==> src/rtl/ub_pkg.sv <==
// Shared types and default sizes for the unified-buffer read path.
package ub_pkg;

  localparam int DATA_WIDTH           = 16;
  localparam int ADDR_WIDTH           = 9;
  localparam int UNIFIED_BUFFER_WIDTH = 50;

  typedef struct packed {
    logic [DATA_WIDTH-1:0] data_1;
    logic [DATA_WIDTH-1:0] data_2;
    logic                  valid_1;
    logic                  valid_2;
  } ub_pair_t;

  typedef enum logic [1:0] {
    ST_IDLE,
    ST_ISSUE,
    ST_DRAIN,
    ST_FINISH
  } ub_rd_state_t;

endpackage

==> src/rtl/ub_pair_fifo.sv <==
// Two-entry FIFO of word pairs; pointers/count reset, payload storage does not.
module ub_pair_fifo
  import ub_pkg::*;
(
  input  logic       clk,
  input  logic       rst,
  input  logic       push_i,
  input  ub_pair_t   din_i,
  input  logic       pop_i,
  output ub_pair_t   head_o,
  output logic [1:0] count_o,
  output logic       empty_o
);

  logic [1:0] count_q, count_d;
  logic       wr_q, rd_q;
  logic       full;
  logic       do_push, do_pop;
  ub_pair_t   mem_q [0:1];

  assign full    = (count_q == 2'd2);
  assign empty_o = (count_q == 2'd0);
  assign count_o = count_q;
  assign do_pop  = pop_i && !empty_o;
  assign do_push = push_i && (!full || do_pop);
  assign head_o  = mem_q[rd_q];

  always_comb begin
    count_d = count_q;
    if (do_push && !do_pop) count_d = count_q + 2'd1;
    else if (do_pop && !do_push) count_d = count_q - 2'd1;
  end

  always_ff @(posedge clk or negedge rst) begin
    if (!rst) begin
      count_q <= 2'd0;
      wr_q    <= 1'b0;
      rd_q    <= 1'b0;
    end else begin
      count_q <= count_d;
      if (do_push) wr_q <= ~wr_q;
      if (do_pop)  rd_q <= ~rd_q;
    end
  end

  always_ff @(posedge clk) begin
    if (do_push) mem_q[wr_q] <= din_i;
  end

endmodule

==> src/rtl/ub_read_streamer.sv <==
// Streams a contiguous word range out of the unified buffer, two words per
// cycle, with a one-read-in-flight credit loop into a two-pair output FIFO.
module ub_read_streamer #(
  parameter int UNIFIED_BUFFER_WIDTH = ub_pkg::UNIFIED_BUFFER_WIDTH,
  parameter int DATA_WIDTH           = ub_pkg::DATA_WIDTH,
  parameter int ADDR_WIDTH           = ub_pkg::ADDR_WIDTH
) (
  input  logic                  clk,
  input  logic                  rst,
  input  logic                  cmd_valid_in,
  output logic                  cmd_ready_out,
  input  logic [ADDR_WIDTH-1:0] cmd_addr_in,
  input  logic [ADDR_WIDTH-1:0] cmd_len_in,
  output logic                  mem_rd_en_out,
  output logic [ADDR_WIDTH-1:0] mem_rd_addr_1_out,
  output logic [ADDR_WIDTH-1:0] mem_rd_addr_2_out,
  input  logic [DATA_WIDTH-1:0] mem_rd_data_1_in,
  input  logic [DATA_WIDTH-1:0] mem_rd_data_2_in,
  output logic [DATA_WIDTH-1:0] ub_read_data_1_out,
  output logic [DATA_WIDTH-1:0] ub_read_data_2_out,
  output logic                  ub_read_valid_1_out,
  output logic                  ub_read_valid_2_out,
  input  logic                  ub_read_ready_in,
  output logic                  busy_out,
  output logic                  done_out,
  output logic                  err_out
);

  import ub_pkg::*;

  // Range check is done one bit wider so addr+len cannot wrap.
  function automatic logic range_bad(input logic [ADDR_WIDTH-1:0] addr,
                                     input logic [ADDR_WIDTH-1:0] len);
    logic [ADDR_WIDTH:0] end_w;
    end_w = {1'b0, addr} + {1'b0, len};
    return end_w > (ADDR_WIDTH+1)'(UNIFIED_BUFFER_WIDTH);
  endfunction

  ub_rd_state_t          state_q, state_d;
  logic [ADDR_WIDTH-1:0] ptr_q, ptr_d;
  logic [ADDR_WIDTH-1:0] rem_q, rem_d;
  logic                  err_q, err_d;
  logic                  inflight_q, inflight_v2_q;

  logic                  accept, pop, issue, can_issue, lane2_used, last_issue;
  logic [ADDR_WIDTH-1:0] step;
  logic [2:0]            credit_used;
  logic [1:0]            fifo_count;
  logic                  fifo_empty;
  ub_pair_t              fifo_din, fifo_head;

  assign accept      = cmd_valid_in && cmd_ready_out;
  assign pop         = ub_read_valid_1_out && ub_read_ready_in;
  assign credit_used = {1'b0, fifo_count} + {2'b00, inflight_q};
  assign can_issue   = credit_used < (3'd2 + {2'b00, pop});
  assign issue       = (state_q == ST_ISSUE) && can_issue;
  assign lane2_used  = (rem_q != ADDR_WIDTH'(1));
  assign step        = lane2_used ? ADDR_WIDTH'(2) : ADDR_WIDTH'(1);
  assign last_issue  = issue && (rem_q <= ADDR_WIDTH'(2));

  always_ff @(posedge clk or negedge rst) begin
    if (!rst) state_q <= ST_IDLE;
    else      state_q <= state_d;
  end

  always_comb begin
    state_d = state_q;
    case (state_q)
      ST_IDLE: begin
        if (accept) begin
          if (range_bad(cmd_addr_in, cmd_len_in) || (cmd_len_in == '0)) state_d = ST_FINISH;
          else                                                         state_d = ST_ISSUE;
        end
      end
      ST_ISSUE: if (last_issue) state_d = ST_DRAIN;
      // Leaving on the final pop puts done_out in the very next cycle.
      ST_DRAIN: begin
        if (!inflight_q && (fifo_empty || ((fifo_count == 2'd1) && pop))) state_d = ST_FINISH;
      end
      ST_FINISH: state_d = ST_IDLE;
      default:   state_d = ST_IDLE;
    endcase
  end

  always_comb begin
    cmd_ready_out     = 1'b0;
    busy_out          = 1'b0;
    done_out          = 1'b0;
    err_out           = 1'b0;
    mem_rd_en_out     = 1'b0;
    mem_rd_addr_1_out = '0;
    mem_rd_addr_2_out = '0;
    case (state_q)
      ST_IDLE:  cmd_ready_out = 1'b1;
      ST_ISSUE: begin
        busy_out      = 1'b1;
        mem_rd_en_out = issue;
        if (issue) begin
          mem_rd_addr_1_out = ptr_q;
          if (lane2_used) mem_rd_addr_2_out = ptr_q + ADDR_WIDTH'(1);
        end
      end
      ST_DRAIN: busy_out = 1'b1;
      ST_FINISH: begin
        busy_out = 1'b1;
        done_out = 1'b1;
        err_out  = err_q;
      end
      default: cmd_ready_out = 1'b0;
    endcase
  end

  always_comb begin
    ptr_d = ptr_q;
    rem_d = rem_q;
    err_d = err_q;
    if (accept) begin
      ptr_d = cmd_addr_in;
      rem_d = cmd_len_in;
      err_d = range_bad(cmd_addr_in, cmd_len_in);
    end else if (issue) begin
      ptr_d = ptr_q + step;
      rem_d = rem_q - step;
    end
  end

  always_ff @(posedge clk or negedge rst) begin
    if (!rst) begin
      ptr_q         <= '0;
      rem_q         <= '0;
      err_q         <= 1'b0;
      inflight_q    <= 1'b0;
      inflight_v2_q <= 1'b0;
    end else begin
      ptr_q         <= ptr_d;
      rem_q         <= rem_d;
      err_q         <= err_d;
      inflight_q    <= issue;
      inflight_v2_q <= issue && lane2_used;
    end
  end

  // Memory returns data exactly one cycle after the strobe.
  always_comb begin
    fifo_din         = '0;
    fifo_din.data_1  = mem_rd_data_1_in;
    fifo_din.data_2  = inflight_v2_q ? mem_rd_data_2_in : '0;
    fifo_din.valid_1 = 1'b1;
    fifo_din.valid_2 = inflight_v2_q;
  end

  ub_pair_fifo u_fifo (
    .clk     (clk),
    .rst     (rst),
    .push_i  (inflight_q),
    .din_i   (fifo_din),
    .pop_i   (pop),
    .head_o  (fifo_head),
    .count_o (fifo_count),
    .empty_o (fifo_empty)
  );

  assign ub_read_valid_1_out = !fifo_empty && fifo_head.valid_1;
  assign ub_read_valid_2_out = ub_read_valid_1_out && fifo_head.valid_2;
  assign ub_read_data_1_out  = ub_read_valid_1_out ? fifo_head.data_1 : '0;
  assign ub_read_data_2_out  = ub_read_valid_2_out ? fifo_head.data_2 : '0;

endmodule

==> config.mk <==
export PLATFORM = sky130hd
export DESIGN_NAME = ub_read_streamer
export DESIGN_NICKNAME = d
export VERILOG_FILES = /design/src/rtl/ub_pkg.sv /design/src/rtl/ub_pair_fifo.sv /design/src/rtl/ub_read_streamer.sv
export SDC_FILE = /design/constraint.sdc
export NUM_CORES = 1
export LEC_CHECK = 0
export CORE_ASPECT_RATIO = 1.5
export CORE_UTILIZATION = 26
export DETAILED_ROUTE_END_ITERATION = 7
export GPL_TIMING_DRIVEN = 1
export PLACE_DENSITY = 0.46
export SLEW_MARGIN = 20
export SYNTH_ARGS = -nofsm -noshare
export SYNTH_HDL_FRONTEND = slang
export SYNTH_HIERARCHICAL = 1
export SYNTH_SLANG_ARGS = --single-unit
==> constraint.sdc <==
create_clock -name clk -period 3.9 [get_ports clk]
set_clock_uncertainty 0.05 [all_clocks]
set_input_delay 1.17 -clock clk [delete_from_list [all_inputs] [get_ports clk]]
set_output_delay 1.17 -clock clk [all_outputs]
set_load 0.1 [all_outputs]
# --- Yosys cells after proc, flatten, opt, wreduce, memory -nomap -nowiden ---
# Memories as Yosys holds them, arrays and structs flattened.
# Cells that the tools add are included.
classes:
  add_sub_neg: 8
  n_lt_le_gt_ge: 3
  eq_ne: 9
  mux: 27
  bitwise: 2
  reduce_logical: 28
op_table:
  columns: ["operator", "count"]
  rows:
  - ["9-bit two-way mux", 9]
  - ["16-bit two-way mux", 3]
  - ["2-bit two-way mux", 7]
  - ["1-bit logical AND", 12]
  - ["9-bit by 9-bit adder with 10-bit output", 1]
  - ["10-bit by 6-bit greater-than comparator with 1-bit output, second input constant", 1]
  - ["9-bit by 1-bit adder with 9-bit output, second input constant", 1]
  - ["9-bit by 2-bit adder with 9-bit output", 1]
  - ["9-bit by 2-bit <= comparator with 1-bit output, second input constant", 1]
  - ["9-bit zero test", 1]
  - ["9-bit by 1-bit inequality test with 1-bit output, second input constant", 1]
  - ["9-bit by 2-bit subtractor with 9-bit output", 1]
  - ["2-bit case mux with 4 select lines", 1]
  - ["1-bit two-way mux", 7]
  - ["2-bit == test, second input constant", 3]
  - ["2-bit inequality test, second input constant", 3]
  - ["1-bit zero test", 5]
  - ["2-bit by 1-bit == test with 1-bit output, second input constant", 2]
  - ["2-bit zero test", 2]
  - ["2-bit nonzero test", 2]
  - ["2-bit by 1-bit adder with 3-bit output", 1]
  - ["2-bit by 1-bit adder with 3-bit output, first input constant", 1]
  - ["1-bit logical OR", 3]
  - ["3-bit < comparator", 1]
  - ["6 further kinds", 7]
word_totals:
  ff_bits: 27
  mem_bits_rw: 66
  inputBits: 54
  output_inout_bits: 57
  memories: 1
memory_table:
  columns: ["memory", "depth", "word_bits", "read_ports", "rd_ports_with_merged_regs", "write_ports", "line", "source"]
  rows:
  - ["u_fifo.mem_q", 2, 33, 1, 0, 1, "ub_pair_fifo.sv:19", "ub_pair_t mem_q [0:1];"]

# --- Logic depth before layout (Yosys ltp) ---
depth:
  word_depth: 11
  depth_mapped: 12

# --- Hierarchy ---
# The synthesis kept the hierarchy.
modules_own_cells:
  columns: ["module", "instances", "cells_each", "area_per_inst_um2", "seq_area_each_um2"]
  rows:
  - ["ub_pair_fifo", 1, 124, 2673.8, 2142.1]
  - ["ub_read_streamer", 1, 310, 2436.1, 575.6]

# --- Worst setup path before layout ---
# No wires, ideal clock.
synth_path:
  kind: "in2out"
  startpoint: "in ub_read_ready_in"
  endpoint: "out mem_rd_addr_1_out[1]"
  arrival_ps: 3753
  required_time_ps: 2680
  slack_ps: -1073
  path_stages: 5
  path_buffers: 1
  path_cell_list: "nor4bb_1 > o21ai_1 > inv_2 > clkbuf_1 > and2_1"
synth_via:
  elab_chain_cells: 6
synth_lines:
  columns: ["element", "line", "source"]
  rows:
  - ["from (decl)", "ub_read_streamer.sv:23", "input logic ub_read_ready_in,"]
  - ["1-bit logical AND", "ub_read_streamer.sv:53", "assign pop = ub_read_valid_1_out && ub_read_ready_in;"]
  - ["2-bit by 1-bit adder with 3-bit output", "ub_read_streamer.sv:55", "assign can_issue = credit_used < (3'd2 + {2'b00, pop});"]
  - ["3-bit < comparator", "ub_read_streamer.sv:55", null]
  - ["1-bit logical AND", "ub_read_streamer.sv:56", "assign issue = (state_q == ST_ISSUE) && can_issue;"]
  - ["9-bit two-way mux", "ub_read_streamer.sv:98", "if (issue) begin"]
  - ["9-bit two-way mux", "ub_read_streamer.sv:93", "case (state_q)"]
  - ["to (decl)", "ub_read_streamer.sv:15", "output logic [ADDR_WIDTH-1:0] mem_rd_addr_1_out,"]
# No other way between the ends.

# --- Worst setup path in the final report ---
layout_path:
  startpoint: "reg rem_q[5]"
  endpoint: "out mem_rd_addr_2_out[0]"
layout_via:
  elab_chain_cells: 4
layout_lines:
  columns: ["element", "line", "source"]
  rows:
  - ["from (decl)", "ub_read_streamer.sv:41", "logic [ADDR_WIDTH-1:0] rem_q, rem_d;"]
  - ["from (signal assigned)", "ub_read_streamer.sv:136", "rem_q <= rem_d;"]
  - ["9-bit by 1-bit inequality test with 1-bit output", "ub_read_streamer.sv:57", "assign lane2_used = (rem_q != ADDR_WIDTH'(1));"]
  - ["9-bit two-way mux", "ub_read_streamer.sv:100", "if (lane2_used) mem_rd_addr_2_out = ptr_q + ADDR_WIDTH'(1);"]
  - ["9-bit two-way mux", "ub_read_streamer.sv:98", null]
  - ["9-bit two-way mux", "ub_read_streamer.sv:93", null]
  - ["to (decl)", "ub_read_streamer.sv:16", "output logic [ADDR_WIDTH-1:0] mem_rd_addr_2_out,"]
# No other way between the ends.

==> run metrics <==
layout cells sized above 1=28.7%; core box area=0.0192 mm^2; die area=0.0202 mm^2; fillcell total=1924; vias in the first global route=3902; sequential-to-total area share from yosys stat=53.2%; cell row count=62; pwr dens=878 mW/mm^2; diode count=0; total track usage=13.3%; Pre-antenna DRT Iters=4; clock-pin slew on the worst setup and hold paths=70 ps; post-synthesis cell area=0.00511 mm^2; Final Non-Filler Cells=821; gr ovfl total=0; Async S/R FF share, synth=28.4%; max incr delay on CP=490 ps; arrival time at the worst endpoint=2580 ps; via/cell ratio=4.49; GPL Wtd Cong=0.786; final WL=13000 um; Comb pwr share=62.1%; Sink Count=95; via count=3688; NumNets Final=640; Post-synth EDFFs=68; DRT iter0 DRCs=92; Final ANT Viol Nets=0; Yosys reg bits=95; Clock Latency Late Sink=340 ps; Hold Buf Count CTS=0; critical path type=reg2out; synth top area cells=edfxtp_1 (40%), dfrtp_1 (13%), mux2_2 (7.5%); I/O pin cnt=111; CP dominant cell by count=or4_4; Final Hold Vio Count=0; IO buf count=110; max-slew violations=0; syn_area_per_cell=11.8 um^2; sequential share of power=24.8%; Switching Share=48.8%; status=finished clean; CTS max path bufs=2; largest net degree at the start of global routing=36; Critical-path top delay cell=or4_4; crit start category=register; register-to-register setup slack=250 ps; Peak VDD IR=330 uV; CP Buf/Inv Count=1; worst slew pin tran=568 ps; DP Area=0.00712 mm^2; final setup fails=0; clock period minus worst slack=3800 ps; Slew headroom=62.1%; Sw Pwr=3.23 mW; Critical Path, Cell by Cell=or3_4 > or4_4 > or4_4 > ha_4 > and2_4 > buf_12; P_int=3.39 mW; Finished Core Util=39.2%; CTS tree=built; Initial Utilization=26.6%; Post-DP HPWL=9710 um; static leakage=2.88 nW; Fmax=263 MHz; DRC errors left=0; Worst Hold Class=reg2reg; Crit Path Max Fanout=3; Die Wd=116 um; Area Growth Syn to Fin=47.6%; fin crit share=97.4%; Mapped Cells=434; global-route wire length before repair=20700 um; die height=174 um; Synth top area share=40.0%; antenna violations before repair=0; Placed Cells=798; CP Data Required Time=2680 ps; Design Area, Final=0.00754 mm^2; crit path capture type=output port; area leader, netlist=edfxtp_1; clk root buf=clkbuf_16; max_cap viols=0; Clock power frac=13.1%; prevailing post-synth register cell=edfxtp_1; synthesis warning total=6; cell family with most CP delay=simple AND/OR/NAND/NOR gates; synth unique cells=49; CTS HTree Levels=3; TritonCTS buffer count=9; RSZ-0062 raised after global routing=no; Avg WL per Cell=15.8 um
## what timing repair did
item / 4_1_cts / 5_1_grt
buffers inserted: 7 / 0
gates resized for setup: 19 / 1
endpoints found under the setup margin: 19 / 20
pin swaps: 10 / 1
## final cells by class
class | count | area [um^2] | share of cell area, %
clock buffers | 9 | 225 | 2.99
well taps | 256 | 320 | 4.25
inverters | 16 | 60.1 | 0.796
repair buffers | 133 | 1810 | 24.0
clock inverters | 7 | 61.3 | 0.813
multi-input cells | 305 | 2340 | 31.1
flip-flops and latches | 95 | 2720 | 36.1
## cell usage after synthesis (4+ instances only)
master    number
nor3_1        10
edfxtp_1      68
nand2_1       24
nand3_1        8
xor2_1         8
nor2_1        27
ha_1          23
xnor2_1       20
clkbuf_1      15
dfrtp_1       27
a211oi_1       4
and3_1        17
and2_1        46
a21oi_1       12
inv_1         13
mux2_2        34
o21ai_0       26
## worst paths after layout
check | startpoint | end | depth (start not counted)
worst max-delay path | rem_q[5]$_DFFE_PN0P_ | mem_rd_addr_2_out[0] | 6
worst min-delay path | err_q$_DFFE_PN0P_ | err_q$_DFFE_PN0P_ | 2
worst max register to register | rem_q[5]$_DFFE_PN0P_ | rem_q[4]$_DFFE_PN0P_ | 12
worst min register to register | err_q$_DFFE_PN0P_ | err_q$_DFFE_PN0P_ | 2
max in group asynchronous | rst | u_fifo/rd_q$_DFFE_PN0N_ | 2
min in group asynchronous | rst | err_q$_DFFE_PN0P_ | 2
## power by group through the flow
| stage | clock network [mW] | registers [mW] | logic [mW] |
|---|---|---|---|
| 3_5_place_dp | 0 | 1.68 | 4.04 |
| 5_1_grt | 0.950 | 1.69 | 4.34 |
| 6_report | 0.866 | 1.64 | 4.11 |
| 2_1_floorplan | 0 | 1.56 | 2.78 |
| 4_1_cts | 0.911 | 1.65 | 4.17 |
| 3_3_place_gp | 0 | 1.67 | 4.02 |
## layer usage
layer,part of all wire (%),track usage (%)
met1,38,14.1
met2,57,25.9
met3,4.6,2.66
met4,1.0,3.47
met5,0,0
## metrics by stage
| step | hold slack, ps | setup WS [ps] | power, mW | setup TNS, ps |
|---|---|---|---|---|
| 4_1_cts | 498 | -36.3 | 6.74 | -228 |
| 3_5_place_dp | 482 | -150 | 5.72 | -1790 |
| 5_1_grt | 522 | 29.0 | 6.97 | 0 |
| 6_report | 486 | 103 | 6.62 | 0 |
| 3_3_place_gp | 482 | -143 | 5.69 | -1730 |
| 2_1_floorplan | 427 | -513 | 4.35 | -3440 |
## sequential cells by signal, indices dropped and copies added (netlist names), 2 cells and up
register        flops
u_fifo/mem_q       68
ptr_q               9
rem_q               9
state_q             2
u_fifo/count_o      2
## cell usage in the layout (no fill, tap or decap), types with 3 or more instances in the layout
cell	count
inv_2	3
buf_12	53
nor4_1	3
mux2i_1	3
nand3_1	8
nand2_1	24
clkbuf_16	9
nor3_1	10
and3_1	16
inv_1	13
buf_4	24
xnor2_1	20
a211o_1	3
nor2_4	5
and2_4	7
a21oi_1	12
fa_1	3
inv_6	4
a211oi_1	4
o211ai_1	3
dfrtp_1	26
ha_1	22
nor2_1	20
xor2_1	8
mux2_2	34
edfxtp_1	68
o21ai_0	26
and2_1	37
nand4_1	3
clkdlybuf4s50_1	52
## worst register-to-register path: cells and delay by family, from the launching register on
family          cells  cell delay [ps]
simple gates        4             1750
fa+ha+maj           2              590
buf+inv             4              500
flops               1              390
xor+xnor            1              160
compound gates      1               90
## cell families (layout without fill, tap and decap cells)
group | count (synthesis) | count (layout) | share of synthesized area (%)
AO/OA/AOI/OAI | 60 | 60 | 7.71
XOR/XNOR | 28 | 28 | 4.80
buffers and inverters | 35 | 165 | 3.09
other | 1 | 2 | 0.0734
flip-flops | 95 | 95 | 53.2
AND/OR/NAND/NOR | 152 | 152 | 16.3
multiplexers | 37 | 37 | 8.08
adder cells (fa/ha/maj) | 26 | 26 | 6.81
No activity file was read; power rests on OpenSTA's default activity.
